**src/rtl/kmeans_pkg.sv**
```systemverilog
// Shared constants, FSM encoding and helpers for the k-means centroid divider.
// KMEANS_ROUND_EN widens the dividend by one bit for round-half-up averaging.
package kmeans_pkg;

  localparam int unsigned K       = 7;
  localparam int unsigned SUM_W   = 16;
  localparam int unsigned CNT_W   = 6;
  localparam int unsigned COORD_W = 8;

`ifdef KMEANS_ROUND_EN
  localparam int unsigned DIV_W = SUM_W + 1;
`else
  localparam int unsigned DIV_W = SUM_W;
`endif

  typedef enum logic [2:0] {StIdle, StLoad, StDiv, StWrite, StDone} state_t;

  typedef struct packed {
    logic [COORD_W-1:0] x;
    logic [COORD_W-1:0] y;
    logic [COORD_W-1:0] z;
  } coord_t;

  // Fixed seed positions used when a cluster ends a pass with no points.
  function automatic coord_t reseed(input logic [2:0] k);
    case (k)
      3'd0:    reseed = {8'd10,  8'd10, 8'd10};
      3'd1:    reseed = {8'd50,  8'd50, 8'd50};
      3'd2:    reseed = {8'd90,  8'd20, 8'd70};
      3'd3:    reseed = {8'd20,  8'd80, 8'd30};
      3'd4:    reseed = {8'd70,  8'd70, 8'd20};
      3'd5:    reseed = {8'd40,  8'd10, 8'd90};
      3'd6:    reseed = {8'd120, 8'd5,  8'd90};
      default: reseed = '0;
    endcase
  endfunction

  function automatic logic [COORD_W-1:0] saturate(input logic [DIV_W-1:0] q);
    if (|q[DIV_W-1:COORD_W]) saturate = {COORD_W{1'b1}};
    else                     saturate = q[COORD_W-1:0];
  endfunction

endpackage

```
**src/rtl/kmeans_restoring_div.sv**
```systemverilog
// One-quotient-bit-per-cycle restoring divider, MSB first.
// The dividend register doubles as the quotient register as bits shift through.
module kmeans_restoring_div #(
  parameter int unsigned DVD_W = 16,
  parameter int unsigned DVS_W = 6
) (
  input  logic             clk,
  input  logic             rst,
  input  logic             load,
  input  logic             step,
  input  logic [DVD_W-1:0] dividend,
  input  logic [DVS_W-1:0] divisor,
  output logic [DVD_W-1:0] quotient,
  output logic             last,
  output logic             valid
);

  localparam int unsigned STEP_W = $clog2(DVD_W + 1);

  logic [DVD_W-1:0]  q_q;
  logic [DVS_W-1:0]  rem_q;
  logic [STEP_W-1:0] n_q;
  logic [DVS_W:0]    shifted;
  logic              ge;

  // Remainder stays below the divisor, so DVS_W bits hold it between steps.
  assign shifted  = {rem_q, q_q[DVD_W-1]};
  assign ge       = shifted >= {1'b0, divisor};
  assign valid    = n_q == STEP_W'(DVD_W);
  assign last     = step && (n_q == STEP_W'(DVD_W - 1));
  assign quotient = q_q;

  always_ff @(posedge clk or posedge rst) begin
    if (rst) begin
      q_q   <= '0;
      rem_q <= '0;
      n_q   <= '0;
    end else if (load) begin
      q_q   <= dividend;
      rem_q <= '0;
      n_q   <= '0;
    end else if (step && !valid) begin
      q_q   <= {q_q[DVD_W-2:0], ge};
      rem_q <= ge ? DVS_W'(shifted - {1'b0, divisor}) : shifted[DVS_W-1:0];
      n_q   <= n_q + 1'b1;
    end
  end

endmodule

```
**src/rtl/kmeans_centroid_divider.sv**
```systemverilog
// Sequential centroid update: walks all clusters, divides sums by count, writes centroids.
// KMEANS_ROUND_EN selects round-half-up division (one extra DIV cycle per cluster).
module kmeans_centroid_divider
  import kmeans_pkg::*;
(
  input  logic               clk,
  input  logic               rst,
  input  logic               start,
  output logic [2:0]         sel_k,
  input  logic [SUM_W-1:0]   sum_x,
  input  logic [SUM_W-1:0]   sum_y,
  input  logic [SUM_W-1:0]   sum_z,
  input  logic [CNT_W-1:0]   cnt,
  output logic               c_we,
  output logic [2:0]         c_idx,
  output logic [COORD_W-1:0] cx,
  output logic [COORD_W-1:0] cy,
  output logic [COORD_W-1:0] cz,
  output logic               busy,
  output logic               done
);

  state_t           state_q, state_d;
  logic [2:0]       k_q, k_d;
  logic [CNT_W-1:0] cnt_q;
  logic [DIV_W-1:0] dvd_x, dvd_y, dvd_z;
  logic [DIV_W-1:0] q_x, q_y, q_z;
  logic             last_x, last_y, last_z;
  logic             valid_x, valid_y, valid_z;
  logic             div_last, div_valid;
  coord_t           seed;

`ifdef KMEANS_ROUND_EN
  logic [DIV_W-1:0] half;
  assign half  = DIV_W'(cnt >> 1);
  assign dvd_x = DIV_W'(sum_x) + half;
  assign dvd_y = DIV_W'(sum_y) + half;
  assign dvd_z = DIV_W'(sum_z) + half;
`else
  assign dvd_x = sum_x;
  assign dvd_y = sum_y;
  assign dvd_z = sum_z;
`endif

  assign sel_k     = k_q;
  assign seed      = reseed(k_q);
  assign div_last  = last_x & last_y & last_z;
  assign div_valid = valid_x & valid_y & valid_z;

  kmeans_restoring_div #(.DVD_W(DIV_W), .DVS_W(CNT_W)) u_div_x (
    .clk(clk), .rst(rst), .load(state_q == StLoad), .step(state_q == StDiv),
    .dividend(dvd_x), .divisor(cnt_q), .quotient(q_x), .last(last_x), .valid(valid_x)
  );
  kmeans_restoring_div #(.DVD_W(DIV_W), .DVS_W(CNT_W)) u_div_y (
    .clk(clk), .rst(rst), .load(state_q == StLoad), .step(state_q == StDiv),
    .dividend(dvd_y), .divisor(cnt_q), .quotient(q_y), .last(last_y), .valid(valid_y)
  );
  kmeans_restoring_div #(.DVD_W(DIV_W), .DVS_W(CNT_W)) u_div_z (
    .clk(clk), .rst(rst), .load(state_q == StLoad), .step(state_q == StDiv),
    .dividend(dvd_z), .divisor(cnt_q), .quotient(q_z), .last(last_z), .valid(valid_z)
  );

  always_comb begin
    state_d = state_q;
    k_d     = k_q;
    unique case (state_q)
      StIdle: begin
        if (start) begin
          state_d = StLoad;
          k_d     = '0;
        end
      end
      StLoad:  state_d = (cnt == '0) ? StWrite : StDiv;
      StDiv:   if (div_last) state_d = StWrite;
      StWrite: begin
        if (k_q == 3'(K - 1)) begin
          state_d = StDone;
        end else begin
          k_d     = k_q + 3'd1;
          state_d = StLoad;
        end
      end
      StDone:  state_d = StIdle;
      default: state_d = StIdle;
    endcase
  end

  always_ff @(posedge clk or posedge rst) begin
    if (rst) begin
      state_q <= StIdle;
      k_q     <= '0;
      cnt_q   <= '0;
    end else begin
      state_q <= state_d;
      k_q     <= k_d;
      if (state_q == StLoad) cnt_q <= cnt;
    end
  end

  // An empty cluster reloads the dividers without stepping, so valid is low in WRITE.
  always_ff @(posedge clk or posedge rst) begin
    if (rst) begin
      c_we  <= 1'b0;
      c_idx <= '0;
      cx    <= '0;
      cy    <= '0;
      cz    <= '0;
      busy  <= 1'b0;
      done  <= 1'b0;
    end else begin
      c_we <= state_q == StWrite;
      done <= state_q == StDone;
      if (state_q == StIdle && start) busy <= 1'b1;
      else if (state_q == StDone)     busy <= 1'b0;
      if (state_q == StWrite) begin
        c_idx <= k_q;
        if (div_valid) begin
          cx <= saturate(q_x);
          cy <= saturate(q_y);
          cz <= saturate(q_z);
        end else begin
          cx <= seed.x;
          cy <= seed.y;
          cz <= seed.z;
        end
      end
    end
  end

endmodule

```
**config.mk**
```make
export PLATFORM = sky130hd
export DESIGN_NAME = kmeans_centroid_divider
export DESIGN_NICKNAME = d
export VERILOG_FILES = /design/src/rtl/kmeans_pkg.sv /design/src/rtl/kmeans_restoring_div.sv /design/src/rtl/kmeans_centroid_divider.sv
export SDC_FILE = /design/constraint.sdc
export NUM_CORES = 1
export LEC_CHECK = 0
export CORE_ASPECT_RATIO = 1.75
export CORE_UTILIZATION = 45
export DETAILED_ROUTE_END_ITERATION = 10
export GPL_TIMING_DRIVEN = 1
export HOLD_SLACK_MARGIN = 0.06
export PLACE_DENSITY = 0.68
export SLEW_MARGIN = 5
export SYNTH_ARGS = -nofsm -noshare
export SYNTH_HDL_FRONTEND = slang
export SYNTH_SLANG_ARGS = --single-unit
```
**constraint.sdc**
```tcl
create_clock -name clk -period 12.6 [get_ports clk]
set_input_delay 3.78 -clock clk [delete_from_list [all_inputs] [get_ports clk]]
set_output_delay 3.78 -clock clk [all_outputs]
set_load 0.02 [all_outputs]
```
==> summary.txt <==
Run status
  • Outcome: completed

Floorplanning
  • Die Footprint: 15100 um^2
  • Die Y: 162 um
  • I/O pin cnt: 90
  • DIE WIDTH: 93.5 um
  • Row count: 58
  • Initial core utilization: 0.461
  • Core Area: 14300 um^2

Clock network
  • CTS Hold Buffers Added: 0
  • H-tree Lvls: 4
  • Setup Fix Bufs, Post-CTS: 0
  • CTS resizes: 0
  • Root buf cell: clkbuf_16
  • Clk buf depth: 2
  • Clock transition at path regs: 0.06 ns
  • Inserted Clock Buffers: 17
  • CTS tree: done
  • Clk_lat worst skew: 0.41 ns
  • Clk sinks: 123

Timing
  • Hold WS: 0.469 ns
  • Final worst slack: 7.16 ns
  • Fmax: 184 MHz
  • Fin. max-slew vios: 0
  • Worst slew margin: 0.295
  • Min Clock Period, post-route: 5.44 ns
  • Least-Margin Pin Slew: 1.06 ns
  • Setup-failing EPs final: 0
  • Clock skew: 0.0107 ns
  • Tcrit/Tclk final: 0.431
  • Final Hold Fails: 0
  • Setup TNS: 0 ns
  • RSZ-0062 raised after global routing: no

Routing
  • Starting DRC count in detailed routing: 436
  • DRC violations left: 0
  • Routed via count: 5633
  • Via density per instance: 5.63
  • First-pass DRT Iterations: 5
  • Final wirelength: 16.5 mm
  • Wirelength per Cell: 16.5 um
  • ANT nets after route: 0

Worst setup path
  • Crit. End Element: output pin
  • Worst-path cell chain: clkdlybuf4s50_1
  • CP delay by family, top: buffers and inverters
  • R2R depth: 7
  • Critical path class: reg2out
  • R2R Path End: cz[5]$_DFFE_PP0P_
  • Critical R2R Launch: u_div_x.n_q[0]$_DFFE_PP0P_
  • Data required, critical path: 8.82 ns
  • CP max FO: 12
  • Arrival @ worst endpoint: 1.66 ns
  • CP max stage delay: 0.68 ns
  • R2R Setup Slk: 9.99 ns
  • Crit-path slowest cell: clkdlybuf4s50_1
  • Worst Path Buf+Inv: 1
  • Kind of launch point of the worst setup path: register
  • Critical path origin: sel_k[2]$_DFFE_PP0P_

Placement
  • Worst slack at placement: 6.85 ns
  • RD Place Congestion: 0.932
  • Placed inst area: 7580 um^2
  • Post-DP HPWL: 11.6 mm
  • # port buffers: 89

Synth
  • Post-synthesis net count: 825
  • Compound-Gate Fraction of Synth Area: 0.162
  • Area contributors post-synth: dfrtp_1, nand2_1, ha_1, o21ai_0, nor2_1
  • Syn Inst Count: 732
  • Count of different cell masters after synthesis: 57
  • Ys Warns: 0
  • Top_reg_cell synth: dfrtp_1
  • Yosys top cell by area: dfrtp_1
  • Seq cells post-synth: 123
  • Post-synthesis mux area share: 0.0232
  • Post-Synth Adder-Cell Area: 0.0729
  • Synthesized area: 6590 um^2
  • Seq/Total Area, Yosys: 0.467
  • Post-synth EDFFs: 0
  • Post-synth ARST share: 1.00
  • Syn_area_per_cell: 9.00 um^2
  • Largest family of logic cells by synthesized area: simple AND/OR/NAND/NOR gates
  • Synth Area in XOR/XNOR: 0.0213
  • Synth top area share: 0.467
  • Post-Synth Simple-Gate Area: 0.210

Cells and area
  • Antenna diodes: 0
  • Cell area after layout: 8190 um^2
  • Most common cell after layout, fill and taps aside: nand2_1
  • Final net count: 901
  • Layout cells sized above 1: 0.0731
  • Most frequent cells in the layout: nand2_1, dfrtp_1, clkdlybuf4s50_1, nor2_1, o21ai_0
  • Area grow syn2layout: 24.4%

Power
  • Cell Pwr Density: 275 nW/um^2
  • LEAKAGE: 0.00367 uW
  • VDD IR max: 0.000123 V

GRT
  • Vias in the first global route: 5601
  • Tot GR Track Use: 0.233
  • Grt met1 use: 0.269
  • Largest net degree at the start of global routing: 85
  • Most Crowded Layer GR: met2
  • Met2 global-route usage: 0.415
  • First-pass GRT wire length: 27.3 mm
  • Congestion Overflow GR: 0
  • Initial antenna violation count: 0
  • M3 GR Usage: 0.0379

Hold path
  • Worst hold endpoint: cy[4]$_DFFE_PP0P_
  • Hold crit path type: reg2reg
  • Hold Path Stages: 2
  • Worst hold start: cy[4]$_DFFE_PP0P_

Job
  • Max Cap Violations: 0
[kinds of logic after synthesis]
logic type | count (synthesis)
AOI/OAI and AO/OA | 163
xor gates and xnor gates | 16
adders and majority gates | 36
buffers and inverters | 68
DFF | 123
muxes | 15
and+or+nand+nor | 311
[cell type report]
type,instances,area [um^2]
Multi-Input combinational cell,541,3230
Timing Repair Buffer,94,928
Fill cell,1253,6100
Clock inverter,14,184
Clock buffer,18,429
Inverter,31,119
Tap cell,180,225
Sequential cell,123,3080
[stage by stage]
stage                     utilization  std cells  power (uW)
after floorplan                     -        732        1460
after global placement          0.530        969        1690
after detailed placement        0.530        969        1740
after CTS                       0.573       1001        2260
after global routing            0.573       1001        2430
final                           0.573       1001        2250
[sequential cells by signal (all words and copies together) (netlist names), 3 cells and up]
name	cells
u_div_z.quotient	16
cz	8
u_div_z.rem_q	6
sel_k	3
u_div_x.n_q	5
u_div_x.quotient	16
u_div_y.rem_q	6
u_div_z.n_q	5
cnt_q	6
u_div_y.n_q	5
cy	8
cx	8
u_div_x.rem_q	6
u_div_y.quotient	16
c_idx	3
state_q	3
[worst max-delay path by stage]
stage	end	slack [ns]	depth (start not counted)
floorplan	busy$_DFFE_PP0P_	5.55	1
global route	cy[2]$_DFFE_PP0P_	7.11	3
finish	sel_k[2]	7.16	1
detailed placement	cz[0]$_DFFE_PP0P_	6.85	3
CTS	sel_k[2]	7.16	1
global placement	cz[0]$_DFFE_PP0P_	6.92	3
[routing by layer]
metal / wire (um) / vias to the layer above
met1: 6510 / 2742
met3: 632 / 35
met2: 8800 / 157
met4: 522 / 0
li1: - / 2699
met5: 0 / -
[cell usage after synthesis (3+ instances only)]
cell type and count:
nand2_1 159, dfrtp_1 123, nor2_1 61, o21ai_0 59, nand3_1 38, a31oi_1 32, ha_1 32, inv_1 31
clkbuf_1 24, a22oi_1 17, a21oi_1 13, mux2i_1 13, o31ai_1 11, xor2_1 11, nor4_1 8, and3_1 7
nand2b_1 7, buf_2 6, xnor2_1 5, a21o_1 4, fa_1 4, nand4_1 4, nor3_1 4, o211ai_1 4
and2_1 3, and4bb_2 3, buf_1 3, buf_4 3, nor2_2 3, nor2b_1 3, o311ai_0 3, or2_2 3
[power by group]
| group | internal, uW | leakage, uW | switching [uW] |
|---|---|---|---|
| Combinational | 429 | 0.00181 | 633 |
| Sequential | 556 | 0.00156 | 127 |
| Clock | 317 | 0.000299 | 194 |
Power figures use the tool's default switching activity.
